--- src/rtl/taxi_eth_lfc_pkg.sv ---
// Shared types and constants for the Ethernet link-level flow-control generator.
package taxi_eth_lfc_pkg;

  localparam int unsigned FILTER_CYCLES_MIN = 1;
  localparam int unsigned FILTER_CYCLES_MAX = 255;
  localparam int unsigned FILTER_CNT_W      = 8;
  localparam int unsigned RESEND_W          = 16;

  typedef enum logic [1:0] {
    ST_XON  = 2'd0,
    ST_ARM  = 2'd1,
    ST_XOFF = 2'd2
  } lfc_state_t;

endpackage

--- src/rtl/taxi_eth_lfc_gen.sv ---
// Link-level pause generator: watches rx FIFO fill, requests XOFF after a
// filtered high-water crossing, periodically asks for resends while paused.
module taxi_eth_lfc_gen
  import taxi_eth_lfc_pkg::*;
#(
  parameter int unsigned LEVEL_W       = 16,
  parameter int unsigned FILTER_CYCLES = 4,
  parameter int unsigned CNT_W         = 32
) (
  input  logic                clk,
  input  logic                rst_n,
  input  logic [LEVEL_W-1:0]  fifo_level,
  input  logic                cfg_enable,
  input  logic [LEVEL_W-1:0]  cfg_xoff_thresh,
  input  logic [LEVEL_W-1:0]  cfg_xon_thresh,
  input  logic [RESEND_W-1:0] cfg_resend_interval,
  output logic                tx_lfc_req,
  output logic                tx_lfc_resend,
  output logic [CNT_W-1:0]    stat_xoff_events,
  output logic [CNT_W-1:0]    stat_paused_cycles
);

  localparam logic [FILTER_CNT_W-1:0] FILT_LAST = FILTER_CNT_W'(FILTER_CYCLES - 1);

  lfc_state_t              state;
  logic [FILTER_CNT_W-1:0] filt_cnt;
  logic [RESEND_W-1:0]     rs_tmr;
  logic                    level_hi_c;
  logic                    xoff_exit_c;
  logic                    rs_term_c;

  // Overlapping thresholds collapse hysteresis onto the XOFF threshold.
  always_comb begin
    level_hi_c  = 1'b0;
    xoff_exit_c = 1'b0;
    rs_term_c   = 1'b0;
    level_hi_c  = (fifo_level >= cfg_xoff_thresh);
    if (cfg_xon_thresh >= cfg_xoff_thresh) begin
      xoff_exit_c = !level_hi_c;
    end else begin
      xoff_exit_c = (fifo_level <= cfg_xon_thresh);
    end
    rs_term_c = (cfg_resend_interval != '0) &&
                (rs_tmr >= (cfg_resend_interval - RESEND_W'(1)));
  end

  always_ff @(posedge clk or negedge rst_n) begin
    if (!rst_n) begin
      state              <= ST_XON;
      filt_cnt           <= '0;
      rs_tmr             <= '0;
      tx_lfc_req         <= 1'b0;
      tx_lfc_resend      <= 1'b0;
      stat_xoff_events   <= '0;
      stat_paused_cycles <= '0;
    end else begin
      tx_lfc_resend <= 1'b0;
      if (!cfg_enable) begin
        state      <= ST_XON;
        tx_lfc_req <= 1'b0;
      end else begin
        case (state)
          ST_XON: begin
            if (level_hi_c) begin
              state    <= ST_ARM;
              filt_cnt <= '0;
            end
          end
          ST_ARM: begin
            if (!level_hi_c) begin
              state <= ST_XON;
            end else if (filt_cnt == FILT_LAST) begin
              state      <= ST_XOFF;
              tx_lfc_req <= 1'b1;
              rs_tmr     <= '0;
              if (stat_xoff_events != '1) begin
                stat_xoff_events <= stat_xoff_events + CNT_W'(1);
              end
            end else begin
              filt_cnt <= filt_cnt + FILTER_CNT_W'(1);
            end
          end
          ST_XOFF: begin
            if (stat_paused_cycles != '1) begin
              stat_paused_cycles <= stat_paused_cycles + CNT_W'(1);
            end
            // Exit beats a coincident resend terminal count.
            if (xoff_exit_c) begin
              state      <= ST_XON;
              tx_lfc_req <= 1'b0;
            end else if (cfg_resend_interval != '0) begin
              if (rs_term_c) begin
                tx_lfc_resend <= 1'b1;
                rs_tmr        <= '0;
              end else begin
                rs_tmr <= rs_tmr + RESEND_W'(1);
              end
            end
          end
          default: begin
            state      <= ST_XON;
            tx_lfc_req <= 1'b0;
          end
        endcase
      end
    end
  end

endmodule

--- config.mk ---
export PLATFORM = sky130hd
export DESIGN_NAME = taxi_eth_lfc_gen
export DESIGN_NICKNAME = d
export VERILOG_FILES = /design/src/rtl/taxi_eth_lfc_pkg.sv /design/src/rtl/taxi_eth_lfc_gen.sv
export SDC_FILE = /design/constraint.sdc
export NUM_CORES = 1
export LEC_CHECK = 0
export ABC_AREA = 1
export CORE_MARGIN = 3
export CORE_UTILIZATION = 40
export DETAILED_ROUTE_END_ITERATION = 7
export MAX_ROUTING_LAYER = met4
export SYNTH_ARGS = -nofsm -noshare
export SYNTH_HDL_FRONTEND = slang
export SYNTH_SLANG_ARGS = --single-unit
--- constraint.sdc ---
create_clock -name clk -period 2.2 [get_ports clk]
set_input_delay 0.44 -clock clk [delete_from_list [all_inputs] [get_ports clk]]
set_output_delay 0.44 -clock clk [all_outputs]
set_load 0.01 [all_outputs]
==> results of run 1 <==
[stage by stage]
stage | hold WS, ns | TNS, ns | cells | util [%]
floorplan | 0.144 | -5.24 | 1090 | -
global placement | 0.410 | -35.41 | 1528 | 54.1
detailed placement | 0.413 | -38.15 | 1528 | 54.1
CTS | 0.0346 | -5.65 | 1569 | 58.8
global route | 0.0526 | -6.71 | 1573 | 59.4
finish | 0.0199 | -3.46 | 1573 | 59.4
[sequential cells by signal, indices dropped and copies added (netlist names)]
register,count
stat_paused_cycles,32
filt_cnt,8
stat_xoff_events,32
tx_lfc_resend,1
rs_tmr,16
state,2
tx_lfc_req,1
[power by group]
| part | total, mW | internal (mW) | switching (mW) |
|---|---|---|---|
| Combinational | 1.30 | 0.635 | 0.661 |
| Sequential | 1.93 | 1.79 | 0.135 |
| Clock | 1.49 | 0.809 | 0.685 |
[cells by family after synthesis]
logic type | count (synthesis) | share of synthesized area, %
flip-flops | 92 | 30.2
AND/OR/NAND/NOR | 577 | 32.8
buffers and inverters | 167 | 8.98
AO/OA/AOI/OAI | 114 | 8.49
adder cells (fa/ha/maj) | 70 | 11.5
XOR/XNOR | 70 | 8.03
[worst max-delay path, cell delays in order]
cell           delay [ns]
dlygate4sd2_1        0.29
nor2_2               0.13
nand2_2              0.07
inv_2                0.06
nand4_1              0.13
buf_4                0.17
xor2_2               0.13
ha_1                 0.32
a21oi_2              0.13
o21ai_1              0.08
a21oi_1              0.15
nand3_2              0.15
buf_6                0.18
a21oi_2              0.12
nand3_1              0.08
nand2_1              0.06
[layer usage]
| metal | vias to the layer above | share of wire, % |
|---|---|---|
| li1 | 4032 | - |
| met1 | 3541 | 48 |
| met2 | 188 | 46 |
| met3 | 30 | 3.9 |
| met4 | 0 | 2.0 |
| met5 | - | 0 |
[what timing repair did]
action | 4_1_cts | 5_1_grt
resized for setup | 135 | 70
pin swaps | 49 | 52
setup endpoints to repair | 57 | 58
cloned | 6 | 1
setup buffers | 19 | 6
[area by class of cell]
| cell class | count | area share (%) |
|---|---|---|
| inverter | 152 | 5.24 |
| tap | 229 | 2.63 |
| timing repair buffer | 253 | 21.6 |
| sequential | 92 | 21.1 |
| multi-input combinational | 831 | 46.9 |
| clock inverter | 4 | 0.310 |
| clock buffer | 12 | 2.26 |
[how the worst min path moves through the flow]
| stage | start | endpoint | slack, ns | cells past startpoint |
|---|---|---|---|---|
| floorplan | rst_n | filt_cnt[0] | 0.14 | 0 |
| global placement | rst_n | rs_tmr[9] | 0.41 | 1 |
| detailed placement | rst_n | rs_tmr[9] | 0.41 | 1 |
| CTS | rst_n | rs_tmr[12] | 0.03 | 1 |
| global route | rst_n | rs_tmr[12] | 0.05 | 1 |
| finish | rst_n | rs_tmr[12] | 0.02 | 1 |
[placed cells by master, fill, tap and decap left out, types with 5 or more instances in the layout]
| master | synthesis | routed |
|---|---|---|
| a21oi_2 | 0 | 19 |
| inv_2 | 4 | 23 |
| nor2_2 | 1 | 15 |
| nor2_1 | 105 | 88 |
| nand4_1 | 30 | 30 |
| ha_1 | 70 | 57 |
| buf_4 | 4 | 104 |
| buf_6 | 5 | 7 |
| nand2_2 | 5 | 17 |
| dfrtp_1 | 92 | 91 |
| clkbuf_2 | 0 | 9 |
| o21ai_1 | 4 | 10 |
| nor2_4 | 2 | 5 |
| inv_1 | 148 | 129 |
| dlygate4sd2_1 | 0 | 22 |
| clkbuf_16 | 0 | 10 |
| nand3_1 | 70 | 67 |
| a21oi_1 | 45 | 24 |
| clkdlybuf4s50_1 | 0 | 85 |
| o21ai_0 | 40 | 33 |
| xor2_1 | 57 | 56 |
| nand2_1 | 298 | 283 |
| nor4_1 | 7 | 6 |
| clkdlybuf4s15_1 | 0 | 7 |
| xnor2_1 | 13 | 12 |
| dlymetal6s2s_1 | 0 | 5 |
| nor3_1 | 46 | 41 |
| buf_12 | 0 | 6 |
| o21ai_2 | 10 | 11 |
| ha_4 | 0 | 13 |
==> results.toml, run 1 <==
[critical_path]
crit_path_end_kind = "flip-flop"
worstReg2RegEnd = "filt_cnt[3]"
start_kind = "input port"
critPathKind = "input port to flip-flop"
reg2reg_depth = 10
critPathLaunch = "cfg_resend_interval[5]"
worst-path-max-fanout = 5
reg2reg_slack_ns = 0.17
cp.required_ns = 2.48
crit-reg2reg-launch = "filt_cnt[0]"
worstSetupEndpoint = "rs_tmr[1]"
arrival_ns = 2.71

[floorplan]
start_util_pct = 41.6
core_mm2 = 0.0183
floorplan.die.height_um = 144
die-area_mm2 = 0.0208
io_pins = 133
rows = 49
die_x_um = 144

[timing]
rsz0062_at_grt = "true"
hold_violations = 0
setup_ws_ns = -0.225
max_freq_mhz = 412
skew_ns = 0.0123
report.final.slew_viol_count = 0
setup_viol = 17
period_needed_ns = 2.42
slew-limit-headroom_pct = 60.7
tightest_slew_ns = 0.584
finalCritPeriodShare_pct = 110

[logic_synthesis]
syn_avg_cell_area_um2 = 7.00
synthTopCellsByArea = "dfrtp_1 (30%), nand2_1 (15%), ha_1 (11%), inv_1 (7.3%), xor2_1 (6.5%)"
synth_common_cells = "nand2_1 (298), inv_1 (148), nor2_1 (105)"
synth_cells = 1090
synth_edf_count = 0
ys_async_sr_fraction_pct = 100
synth_nets = 1227
syn_area_mm2 = 0.00763
synth_warnings = 0
synth_top_area_cell = "dfrtp_1"
synth_cell_types = 38
synth_seq_area_share_pct = 30.2
synth_most_common_cell = "nand2_1"
ys_seq_elements = 92
synth_top_area_share_pct = 30.2
synthFlopType = "dfrtp_1"

[finish]
area_delta_synth_final_pct = 42.8
multi_input_area_mm2 = 0.00511
seqCellArea_mm2 = 0.00230
diodes = 0
fin_area_mm2 = 0.0109
layout-drive-gt1-share_pct = 20.7
fill_cells = 1709
nets = 1476

[route]
drt-total-wl_um = 21800
avgViaCountPerCell = 4.95
dr.pass1.iters = 5
final_antenna_net_count = 0
routedWlPerCell_um = 13.8
drc = 0
drt_iter0_markers = 439
vias = 7791

[status]
status = "finished with violations"
violations = "setup timing"

[placed_design]
placed_area_mm2 = 0.00991
dpl.hpwl_um = 16400
gp_congestion = 0.932
post-place-ws_ns = -1.00
io_buffers = 132

[power]
p_per_area_mw_per_mm2 = 433
max-vdd-ir-drop_v = 0.000536
leakage_nw = 5.30
power_mw = 4.72

[clock_tree]
cts-root-buf = "clkbuf_16"
clock_latency_ns = 0.35
worst_setup_hold_path_clk_slew_ns = 0.07
cts_hold_buf = 0
htreeDepth = 3
cts.path.max_buffers = 2
clock_sinks = 92
cts_buffers = 9
cts_tree = "built"

[grt]
grt_use_met1_pct = 29.4
grt_use_total_pct = 22.2
use_met2_pct = 35.3
use_met3_pct = 4.17
grt_max_degree = 34
top_usage_layer = "met2"
grt_overflow = 0
antenna_found_initial = 0
grt_pass1_vias = 7764
grt_pass1_wl_um = 36600

[job]
max_cap_violations = 0

[hold_path]
hold_class = "input port to async pin"
Power figures use the tool's default switching activity.
==> run 2, diff against run 1 <==
--- a/config.mk
+++ b/config.mk
@@ -6,10 +6,12 @@
 export NUM_CORES = 1
 export LEC_CHECK = 0
 export ABC_AREA = 1
+export CORE_ASPECT_RATIO = 0.7
 export CORE_MARGIN = 3
 export CORE_UTILIZATION = 40
 export DETAILED_ROUTE_END_ITERATION = 7
 export MAX_ROUTING_LAYER = met4
+export REMOVE_ABC_BUFFERS = 1
 export SYNTH_ARGS = -nofsm -noshare
 export SYNTH_HDL_FRONTEND = slang
 export SYNTH_SLANG_ARGS = --single-unit
==> results.toml, run 2 (synthesized netlist as in run 1, its figures left out) <==
[timing]
setup_viol = 17
report.final.slew_viol_count = 0
period_needed_ns = 2.55
max_freq_mhz = 392
skew_ns = 0.0140
hold_violations = 0
setup_ws_ns = -0.349
rsz0062_at_grt = "true"
finalCritPeriodShare_pct = 116
slew-limit-headroom_pct = 59.0
tightest_slew_ns = 0.609

[power]
pwr-share-comb_pct = 27.1
p_sw_share_pct = 33.1
switching_power_mw = 1.60
p_per_area_mw_per_mm2 = 447
max-vdd-ir-drop_v = 0.000407
internal_power_mw = 3.24
power_mw = 4.84
leakage_nw = 5.26
pwr-share-clk_pct = 33.2
pwr-share-seq_pct = 39.7

[grt]
grt_pass1_wl_um = 37700
grt_pass1_vias = 7582
antenna_found_initial = 0
grt_use_total_pct = 23.0
grt_max_degree = 42
grt_overflow = 0

[route]
drt_iter0_markers = 542
drc = 0
routedWlPerCell_um = 14.7
dr.pass1.iters = 5
drt-total-wl_um = 23300
vias = 8012
avgViaCountPerCell = 5.05
final_antenna_net_count = 0

[hold_path]
hold_class = "input port to async pin"

[critical_path]
critPathKind = "input port to flip-flop"
cp_cell_sequence = "clkdlybuf4s50_1 -> nor2_1 -> nand4_1 -> nor3_2 -> xnor2_1 -> ha_1 -> a21oi_2 -> o21ai_1 -> a21oi_1 -> nand3_2 -> buf_6 -> buf_16 -> a21oi_1 -> nand3_1 -> nand2_1"
crit_path_end_kind = "flip-flop"
worst-path-max-fanout = 8
critical_path.top_delay_family = "simple AND/OR/NAND/NOR gates"
arrival_ns = 2.85
cp.required_ns = 2.50
crit_buf_inv = 3
cp_common_cell = "a21oi_1"
max_stage_delay_ns = 0.46
critical_path.slowest_cell = "clkdlybuf4s50_1"
start_kind = "input port"

[floorplan]
floorplan.die.height_um = 122
die-area_mm2 = 0.0208
rows = 41
start_util_pct = 41.6
die_x_um = 171
core_mm2 = 0.0184
io_pins = 133

[clock_tree]
cts.path.max_buffers = 2
htreeDepth = 3
cts-root-buf = "clkbuf_16"
worst_setup_hold_path_clk_slew_ns = 0.08
clock_latency_ns = 0.36
cts_tree = "built"
clock_sinks = 92
cts_buffers = 9

[placed_design]
placed_area_mm2 = 0.00993
io_buffers = 132
gp_congestion = 0.928
dpl.hpwl_um = 17100

[finish]
fill_cells = 1726
fin_area_mm2 = 0.0108
diodes = 0
layout-drive-gt1-share_pct = 21.3
final_util_pct = 59.0
final_cell_mix = "nand2_1 (280), inv_1 (130), buf_4 (113), nor2_1 (92), dfrtp_1 (90)"
multi_input_area_mm2 = 0.00507
final_common_cell = "nand2_1"
nets = 1481
area_delta_synth_final_pct = 41.9
seqCellArea_mm2 = 0.00230
largest_registers = "stat_paused_cycles (32), stat_xoff_events (32), rs_tmr (16)"

[status]
violations = "setup timing"
status = "finished with violations"

[job]
max_cap_violations = 0
run 2: layout make-up:
class,count,share of cell area [%]
Sequential cell,92,21.3
Multi-Input combinational cell,831,46.8
Timing Repair Buffer,258,21.1
Clock inverter,7,0.705
Tap cell,236,2.73
Clock buffer,9,2.08
Inverter,152,5.27
run 2: repair_timing:
action	in CTS	in global routing
endpoints found under the setup margin	56	58
pin swaps	28	36
cloned	6	1
setup buffers	15	6
hold buffers	0	0
gates resized for setup	140	87
run 2: power by group through the flow:
stage / logic, mW / clock network (mW) / registers [mW]
global route: 1.46 / 1.72 / 1.94
floorplan: 0.548 / 0 / 1.96
detailed placement: 1.20 / 0 / 1.95
CTS: 1.28 / 1.65 / 1.92
global placement: 1.18 / 0 / 1.95
finish: 1.31 / 1.61 / 1.92
run 2: per-stage QoR:
| step | instances | hold slack, ns | setup WS, ns | TNS [ns] |
|---|---|---|---|---|
| after floorplan | 1075 | 0.144 | -0.703 | -25.21 |
| after global placement | 1545 | 0.415 | -1.05 | -36.25 |
| after detailed placement | 1545 | 0.414 | -1.16 | -39.44 |
| after CTS | 1582 | 0.0145 | -0.296 | -4.59 |
| after global routing | 1585 | 0.0425 | -0.536 | -8.51 |
| final | 1585 | 0.00725 | -0.349 | -5.71 |
run 2: layer usage:
| layer | track usage (%) | vias up | part of all wire [%] |
|---|---|---|---|
| met3 | 4.02 | 30 | 6.1 |
| met5 | - | - | 0 |
| met4 | 4.42 | 0 | 1.2 |
| met1 | 34.9 | 3692 | 52 |
| met2 | 32.4 | 247 | 41 |
| li1 | - | 4043 | - |
run 2: worst reg2reg max path, stage by stage (launching register included):
cell and delay, ns:
dfrtp_2 0.44, ha_1 0.24, nand2_1 0.08, nor2_1 0.06, nand2_2 0.11, nor2_4 0.06, nand2_1 0.09, nand2_2 0.08
nor3_4 0.23, buf_4 0.20, buf_6 0.13, buf_16 0.15, o21ai_0 0.08
run 2: worst paths after layout:
path / startpoint / to / slack [ns] / cells past startpoint
min in group clk: tx_lfc_req / tx_lfc_req / 0.49 / 2
max in group asynchronous: rst_n / stat_paused_cycles[13] / 1.55 / 2
worst max register to register: stat_xoff_events[0] / stat_xoff_events[20] / 0.14 / 12
worst min-delay path: rst_n / stat_paused_cycles[26] / 0.007 / 1
worst max-delay path: cfg_resend_interval[12] / rs_tmr[9] / -0.35 / 15
worst min register to register: tx_lfc_req / tx_lfc_req / 0.49 / 2
